===== config.mk =====
export PLATFORM = sky130hd
export DESIGN_NAME = interval_timer
export DESIGN_NICKNAME = d
export VERILOG_FILES = /design/src/rtl/interval_timer_pkg.sv /design/src/rtl/CmpN_M.sv /design/src/rtl/interval_timer.sv
export SDC_FILE = /design/constraint.sdc
export NUM_CORES = 1
export LEC_CHECK = 0
export ABC_AREA = 1
export BUFFER_PORTS_ARGS = -buffer_cell sky130_fd_sc_hd__clkbuf_2
export CAP_MARGIN = 20
export CORE_UTILIZATION = 62
export DETAILED_ROUTE_END_ITERATION = 7
export PLACE_DENSITY = 0.86
export SKIP_CTS_REPAIR_TIMING = 1
export SYNTH_ARGS = -nofsm -noshare
export SYNTH_HDL_FRONTEND = slang
export SYNTH_SLANG_ARGS = --single-unit

===== constraint.sdc =====
create_clock -name Clk -period 3.6 [get_ports Clk]
set_input_delay 0.72 -clock Clk [delete_from_list [all_inputs] [get_ports Clk]]
set_output_delay 0.72 -clock Clk [all_outputs]
set_load 0.05 [all_outputs]

===== src/rtl/interval_timer_pkg.sv =====
// Shared definitions for the interval timer: state encoding and default width.
package interval_timer_pkg;

    localparam int unsigned N_DEFAULT = 32;

    typedef enum logic [1:0] {
        ST_IDLE    = 2'b00,
        ST_RUN     = 2'b01,
        ST_EXPIRED = 2'b10
    } state_e;

endpackage : interval_timer_pkg


===== src/rtl/CmpN_M.sv =====
// Constant-equality comparator: match_o is high when value_i equals the constant M.
module CmpN_M #(
    parameter int unsigned N = 32,
    parameter int unsigned M = 0
) (
    input  logic [N-1:0] value_i,
    output logic         match_o
);

    localparam logic [N-1:0] REF_VAL = N'(M);

    // Pure compare against the elaboration-time constant
    assign match_o = (value_i == REF_VAL);

endmodule : CmpN_M


===== src/rtl/interval_timer.sv =====
// One-shot / periodic down-counting interval timer with Done handshake and overrun flag.
module interval_timer
    import interval_timer_pkg::*;
#(
    parameter int unsigned N = N_DEFAULT
) (
    input  logic         Clk,
    input  logic         Rst_n,
    input  logic         Start,
    input  logic [N-1:0] Load_val,
    input  logic         Auto_reload,
    input  logic         Ack,
    input  logic         Abort,
    output logic [N-1:0] Cnt_out,
    output logic         Busy,
    output logic         Done,
    output logic         Overrun
);

    state_e       state_q, state_d;
    logic [N-1:0] cnt_q, cnt_d;
    logic [N-1:0] period_q, period_d;
    logic         reload_q, reload_d;
    logic         overrun_q, overrun_d;

    logic         cnt_is_one;
    logic         cnt_is_zero;
    logic         load_is_zero;
    logic [N-1:0] cnt_step;

    CmpN_M #(.N(N), .M(1)) u_cmp_cnt_one (
        .value_i (cnt_q),
        .match_o (cnt_is_one)
    );

    CmpN_M #(.N(N), .M(0)) u_cmp_load_zero (
        .value_i (Load_val),
        .match_o (load_is_zero)
    );

    assign cnt_is_zero = (cnt_q == '0);

    // Counter step: periodic mode reloads at zero, otherwise decrement and saturate at zero
    always_comb begin
        cnt_step = cnt_q;
        if (cnt_is_zero) begin
            cnt_step = reload_q ? period_q : '0;
        end else begin
            cnt_step = cnt_q - N'(1);
        end
    end

    // Next-state logic; Abort overrides every other request
    always_comb begin
        state_d   = state_q;
        cnt_d     = cnt_q;
        period_d  = period_q;
        reload_d  = reload_q;
        overrun_d = overrun_q;

        if (Abort) begin
            state_d   = ST_IDLE;
            cnt_d     = '0;
            overrun_d = 1'b0;
        end else begin
            case (state_q)
                ST_IDLE: begin
                    if (Start) begin
                        overrun_d = 1'b0;
                        if (load_is_zero) begin
                            cnt_d    = '0;
                            reload_d = 1'b0;
                            state_d  = ST_EXPIRED;
                        end else begin
                            cnt_d    = Load_val;
                            period_d = Load_val;
                            reload_d = Auto_reload;
                            state_d  = ST_RUN;
                        end
                    end
                end
                ST_RUN: begin
                    cnt_d = cnt_step;
                    if (cnt_is_one) begin
                        state_d = ST_EXPIRED;
                    end
                end
                ST_EXPIRED: begin
                    if (!reload_q) begin
                        cnt_d = '0;
                        if (Ack) begin
                            state_d = ST_IDLE;
                        end
                    end else begin
                        // Counter keeps running; an unacked Done about to be re-hit is an overrun
                        cnt_d = cnt_step;
                        if (Ack && !cnt_is_one) begin
                            state_d = ST_RUN;
                        end else if (!Ack && cnt_is_one) begin
                            overrun_d = 1'b1;
                        end
                    end
                end
                default: begin
                    state_d = ST_IDLE;
                    cnt_d   = '0;
                end
            endcase
        end
    end

    // State, count, period, reload mode and overrun registers
    always_ff @(posedge Clk or negedge Rst_n) begin
        if (!Rst_n) begin
            state_q   <= ST_IDLE;
            cnt_q     <= '0;
            period_q  <= '0;
            reload_q  <= 1'b0;
            overrun_q <= 1'b0;
        end else begin
            state_q   <= state_d;
            cnt_q     <= cnt_d;
            period_q  <= period_d;
            reload_q  <= reload_d;
            overrun_q <= overrun_d;
        end
    end

    assign Cnt_out = cnt_q;
    assign Busy    = (state_q != ST_IDLE);
    assign Done    = (state_q == ST_EXPIRED);
    assign Overrun = overrun_q;

endmodule : interval_timer


# == Yosys cells after proc, flatten, opt, wreduce, memory -nomap -nowiden ==
# Cells that the tools add are included.
# classes
n_addsub,1
n_eq_ne,10
mux,22
bitwise_logic,2
reduce_logical,13
# ops
cell,n
$mux 32,6
$pmux 32 s3,1
$logic_not 32->1,2
$eq 32x1->1 const B,1
$sub 32x1->32 const B,1
$mux 2,7
$ne 3x3->1 const B,3
$ne 4x3->1 const B,2
$reduce_and 4->1,2
$mux 1,6
$ne 3x2->1 const B,2
$pmux 2 s3,1
$reduce_and 5->1,1
$reduce_and 3->1,1
$reduce_bool 3->1,1
$eq 2x1->1 const B,1
$eq 2x2->1 const B,1
$logic_and 1x1->1,2
$logic_not 1->1,2
$logic_not 2->1,1
$not 1->1,2
$pmux 1 s2,1
$reduce_bool 2->1,1
# totals
regBits,68
input_bits,38
output_inout_bits,35
elab_cells,53

# == Depth between registers and ports, before layout ==
# depth
word_depth,7
ltp_mapped,13
depth_no_buf,13

# == Cells and area by module ==
# From an unflattened synthesis, not the netlist that was laid out.
# unflattened
cells_unflattened,727
hier_area_um2,4709.5
# modules_own_cells
mod,instances,cells_each,area_each_um2,seq_area_each_um2
interval_timer,1,664,4473.0,1701.6
CmpN_M (u_cmp_cnt_one),1,32,120.1,0.0
CmpN_M (u_cmp_load_zero),1,31,116.4,0.0

# == Least setup slack after synthesis ==
# No wires, ideal clock.
# synth_timing
path_kind,register to register
start,register cnt_q[0] (netlist: Cnt_out[0])
end,register cnt_q[10] (netlist: Cnt_out[10])
setup_time_ns,0.118
arrival_time_ns,1.833
t_required_ns,3.482
slack_ns,1.649
stages_incl_launch_ff,13
n_path_buf,1
synth_period_minus_slack_ns,1.951
cell_sequence,dfrtp_1 > inv_1 > ha_1 > nand2_4 > nor2_8 > nand3_4 > nor2_4 > buf_6 > nand2_1 > nand3_1 > o21ai_1 > nand2_1 > nand2_1
# synth_between
elab_chain_len,5
elab_cells_between_ends,6
cone_classes,add/sub (1); mux (4); reduce/logical (1)
# synth_rtl
item,line,rtl
"start, declared",interval_timer.sv:21,"logic [N-1:0] cnt_q, cnt_d;"
"start signal, assigned",interval_timer.sv:122,cnt_q <= cnt_d;
$sub 32x1->32 / $logic_not 32->1 (equally long branches),"interval_timer.sv:49, interval_timer.sv:41",
$mux 32 (*),interval_timer.sv:46,if (cnt_is_zero) begin
$mux 32,interval_timer.sv:89,if (!reload_q) begin
$pmux 32 s3 (*),interval_timer.sv:66,case (state_q)
$mux 32 (*),interval_timer.sv:61,if (Abort) begin
# Mark *: on every way between the ends. The rest lies on a longest branch, timed or not.
# A chain may end at the register's enable or synchronous reset.

# == Worst setup path after layout ==
# layout_timing
start,input port Load_val[11]
end,register period_q[6]
# layout_between
elab_chain_len,3
# layout_rtl
item,line,rtl
"start, declared",interval_timer.sv:10,"input logic [N-1:0] Load_val,"
$logic_not 32->1,CmpN_M.sv:13,assign match_o = (value_i == REF_VAL);
$not 1->1 (no line),--,
$reduce_and 4->1 (no line),--,
"end signal, assigned",interval_timer.sv:123,period_q <= period_d;
"end, declared",interval_timer.sv:22,"logic [N-1:0] period_q, period_d;"
# Every way passes these cells.

==> load_flow_metrics.sql <==
INSERT INTO impl_metrics (metric_group, metric, value, unit) VALUES
('setup_path', 'arrival', '2.59', 'ns'),
('timing', 'fin_worst_skew', '0.00945', 'ns'),
('setup_path', 'critPathTopFamily', 'simple AND/OR/NAND/NOR gates', ''),
('layout', 'finish.net_count', '845', ''),
('synthesis', 'synth_largest_type_area_fraction', '36.6', '%'),
('setup_path', 'critical_path.n_buffers_inverters', '2', ''),
('synthesis', 'syn-cell-area', '4640', 'sq um'),
('route', 'dr.pass1.iters', '5', ''),
('setup_path', 'worstSetupPathType', 'input pin to register', ''),
('floorplan', 'initial_utilization', '64.0', '%'),
('layout', 'num_antenna_cells', '0', ''),
('synthesis', 'synth_seq_cells', '68', ''),
('cts', 'cts.root.buffer_cell', 'sky130_fd_sc_hd__clkbuf_8', ''),
('layout', 'fillCellCount', '650', ''),
('cts', 'cts_max_path_buffers', '2', ''),
('place', 'dp_cells', '893', ''),
('place', 'gp_congestion', '0.918', ''),
('setup_path', 'path_cells', 'clkbuf_2, nor2_1, nand2_1, nor2_1, nand2_1, nor2_1, inv_2, nand2_2, o21ai_0', ''),
('route', 'wl', '14.2', 'mm'),
('status', 'run_status', 'completed', ''),
('synthesis', 'synth.mux.area_fraction', '0', '%'),
('synthesis', 'synth_async_sr_flop_share', '100', '%'),
('floorplan', 'floorplan.die.width', '88.6', 'um'),
('setup_path', 'worst_path_max_delay_cell', 'sky130_fd_sc_hd__nand2_2', ''),
('floorplan', 'rows', '31', ''),
('synthesis', 'ys_top_cells_by_count', '335 x sky130_fd_sc_hd__nand2_1, 94 x sky130_fd_sc_hd__nor2_1, 68 x sky130_fd_sc_hd__dfrtp_1', ''),
('setup_path', 'critical_path.startpoint_type', 'input pin', ''),
('timing', 'hold_violations_final', '0', ''),
('power', 'peakVddDrop', '0.817', 'mV'),
('power', 'cellPowerDensity', '1050', 'nW/um^2'),
('cts', 'cts_htree_levels', '3', ''),
('timing', 'finalSetupTns', '0', 'ns'),
('setup_path', 'end_kind', 'register', ''),
('min_path', 'hp-class', 'input pin to asynchronous set/reset pin', ''),
('timing', 'max_slew_margin', '41.8', '%'),
('timing', 'slew_viol_final', '0', ''),
('timing', 'finalSetupViolCount', '0', ''),
('synthesis', 'synth-edff-count', '0', ''),
('layout', 'layout-drive-gt1-share', '15.2', '%'),
('layout', 'postLayoutCoreUtil', '72.4', '%'),
('timing', 'maxClockFrequency', '0.418', 'GHz'),
('global_route', 'first_pass_grt_wire_length', '22.5', 'mm'),
('timing', 'worst-slew-pin-transition', '0.869', 'ns'),
('timing', 'timing.final.crit_share', '66.4', '%'),
('route', 'viasPerCell', '5.65', ''),
('global_route', 'global_route.overflow_total', '0', ''),
('layout', 'layout-area-overhead-vs-synth', '13.1', '%'),
('layout', 'finalNonFillerCells', '909', ''),
('route', 'wire_per_inst', '15.6', 'um'),
('setup_path', 'crit_top_cell', 'sky130_fd_sc_hd__nor2_1', ''),
('timing', 'timing.final.crit_period', '2.39', 'ns'),
('synthesis', 'postSynthNetCount', '783', ''),
('floorplan', 'design.die.area', '7840', 'sq um'),
('synthesis', 'synth_top_area_cell', 'sky130_fd_sc_hd__dfrtp_1', ''),
('job', 'drv.max_cap_violation_count', '0', ''),
('global_route', 'initial_antenna_violation_count', '0', ''),
('synthesis', 'post_synth_xor_area_fraction', '1.70', '%'),
('synthesis', 'synth_area_per_cell', '6.25', 'sq um'),
('floorplan', 'die_y', '88.6', 'um'),
('synthesis', 'synth_top_flop_cell', 'sky130_fd_sc_hd__dfrtp_1', ''),
('setup_path', 'top_fanout_value_on_the_critical_path', '44', ''),
('cts', 'worst_setup_hold_path_clk_slew', '0.08', 'ns'),
('synthesis', 'number_of_distinct_library_cells_after_synthesis', '32', ''),
('synthesis', 'synth_top_cells_by_area', 'sky130_fd_sc_hd__dfrtp_1 37%, sky130_fd_sc_hd__nand2_1 27%, sky130_fd_sc_hd__nor2_1 7.6%', ''),
('cts', 'clk-insertion-delay-late', '0.36', 'ns'),
('place', 'numPortBuffers', '72', ''),
('synthesis', 'synth-compound-area-share', '6.76', '%'),
('place', 'place.detailed.hpwl', '9.84', 'mm'),
('cts', 'tritoncts_num_sinks', '68', ''),
('route', 'dr_total_vias', '5132', ''),
('route', 'postRouteAntennaNets', '0', '');
==> cell families after synthesis <==
group	count (synthesis)
adder cells (fa/ha/maj)	2
AO/OA/AOI/OAI	57
buffers and inverters	84
AND/OR/NAND/NOR	523
XOR/XNOR	9
flip-flops	68
==> path summary, 6_finish.rpt <==
check | slack [ns] | endpoint | startpoint | cells past startpoint
worst max register to register | 1.23 | period_q[6]$_DFFE_PN0P_ | state_q[1]$_DFFE_PN0P_ | 7
worst min-delay path | 0.35 | Cnt_out[12]$_DFFE_PN0P_ | Rst_n | 2
min in group Clk | 0.48 | period_q[14]$_DFFE_PN0P_ | period_q[14]$_DFFE_PN0P_ | 2
worst min register to register | 0.48 | period_q[14]$_DFFE_PN0P_ | period_q[14]$_DFFE_PN0P_ | 2
max in group asynchronous | 2.91 | Cnt_out[30]$_DFFE_PN0P_ | Rst_n | 2
worst max-delay path | 1.21 | period_q[6]$_DFFE_PN0P_ | Load_val[11] | 9
==> report_power, final <==
part           total, mW  switching, mW  internal, mW
combinational       3.44           2.51         0.932
sequential          1.49          0.381          1.11
clock              0.594          0.329         0.266
==> through the flow <==
stage | power [mW] | setup WS, ns | instance area, sq um
2_1_floorplan | 3.99 | 1.65 | 4640
3_3_place_gp | 4.78 | 1.01 | 5070
3_5_place_dp | 4.86 | 0.911 | 5070
4_1_cts | 5.45 | 1.27 | 5250
5_1_grt | 5.93 | 0.950 | 5250
6_report | 5.52 | 1.21 | 5250
==> flip-flops by register name, summed over array words and instances, names as in the netlist <==
register	flops
Cnt_out	32
state_q	2
Overrun	1
reload_q	1
period_q	32
==> layout by cell type (no fill, tap or decap), types with 4 or more instances in the layout <==
cell,count
sky130_fd_sc_hd__clkinvlp_4,4
sky130_fd_sc_hd__clkbuf_8,10
sky130_fd_sc_hd__o21ai_0,14
sky130_fd_sc_hd__buf_4,4
sky130_fd_sc_hd__xnor2_1,5
sky130_fd_sc_hd__nand3_1,59
sky130_fd_sc_hd__nand2_1,335
sky130_fd_sc_hd__inv_2,9
sky130_fd_sc_hd__nor2_2,5
sky130_fd_sc_hd__dfrtp_1,68
sky130_fd_sc_hd__clkbuf_2,71
sky130_fd_sc_hd__a21oi_1,21
sky130_fd_sc_hd__inv_1,48
sky130_fd_sc_hd__o21ai_1,15
sky130_fd_sc_hd__nor2_1,94
sky130_fd_sc_hd__nand2_2,6
sky130_fd_sc_hd__xor2_1,4
sky130_fd_sc_hd__nand4_1,12
==> per-layer routing <==
layer	routed length (um)	GRT usage, %
met1	5910	52.6
met2	6450	59.9
met3	1500	7.00
met4	295	12.8
met5	0	0
==> layout make-up <==
type                    count  area, sq um  share of cell area (%)
clock buffers              10          138                    2.62
clock inverters             6         40.0                   0.762
inverters                  57          214                    4.07
multi-input cells         591         2600                    49.6
flip-flops and latches     68         1700                    32.4
well taps                  99          124                    2.36
repair buffers             78          430                    8.20
No activity file was read; power rests on OpenSTA's default activity.
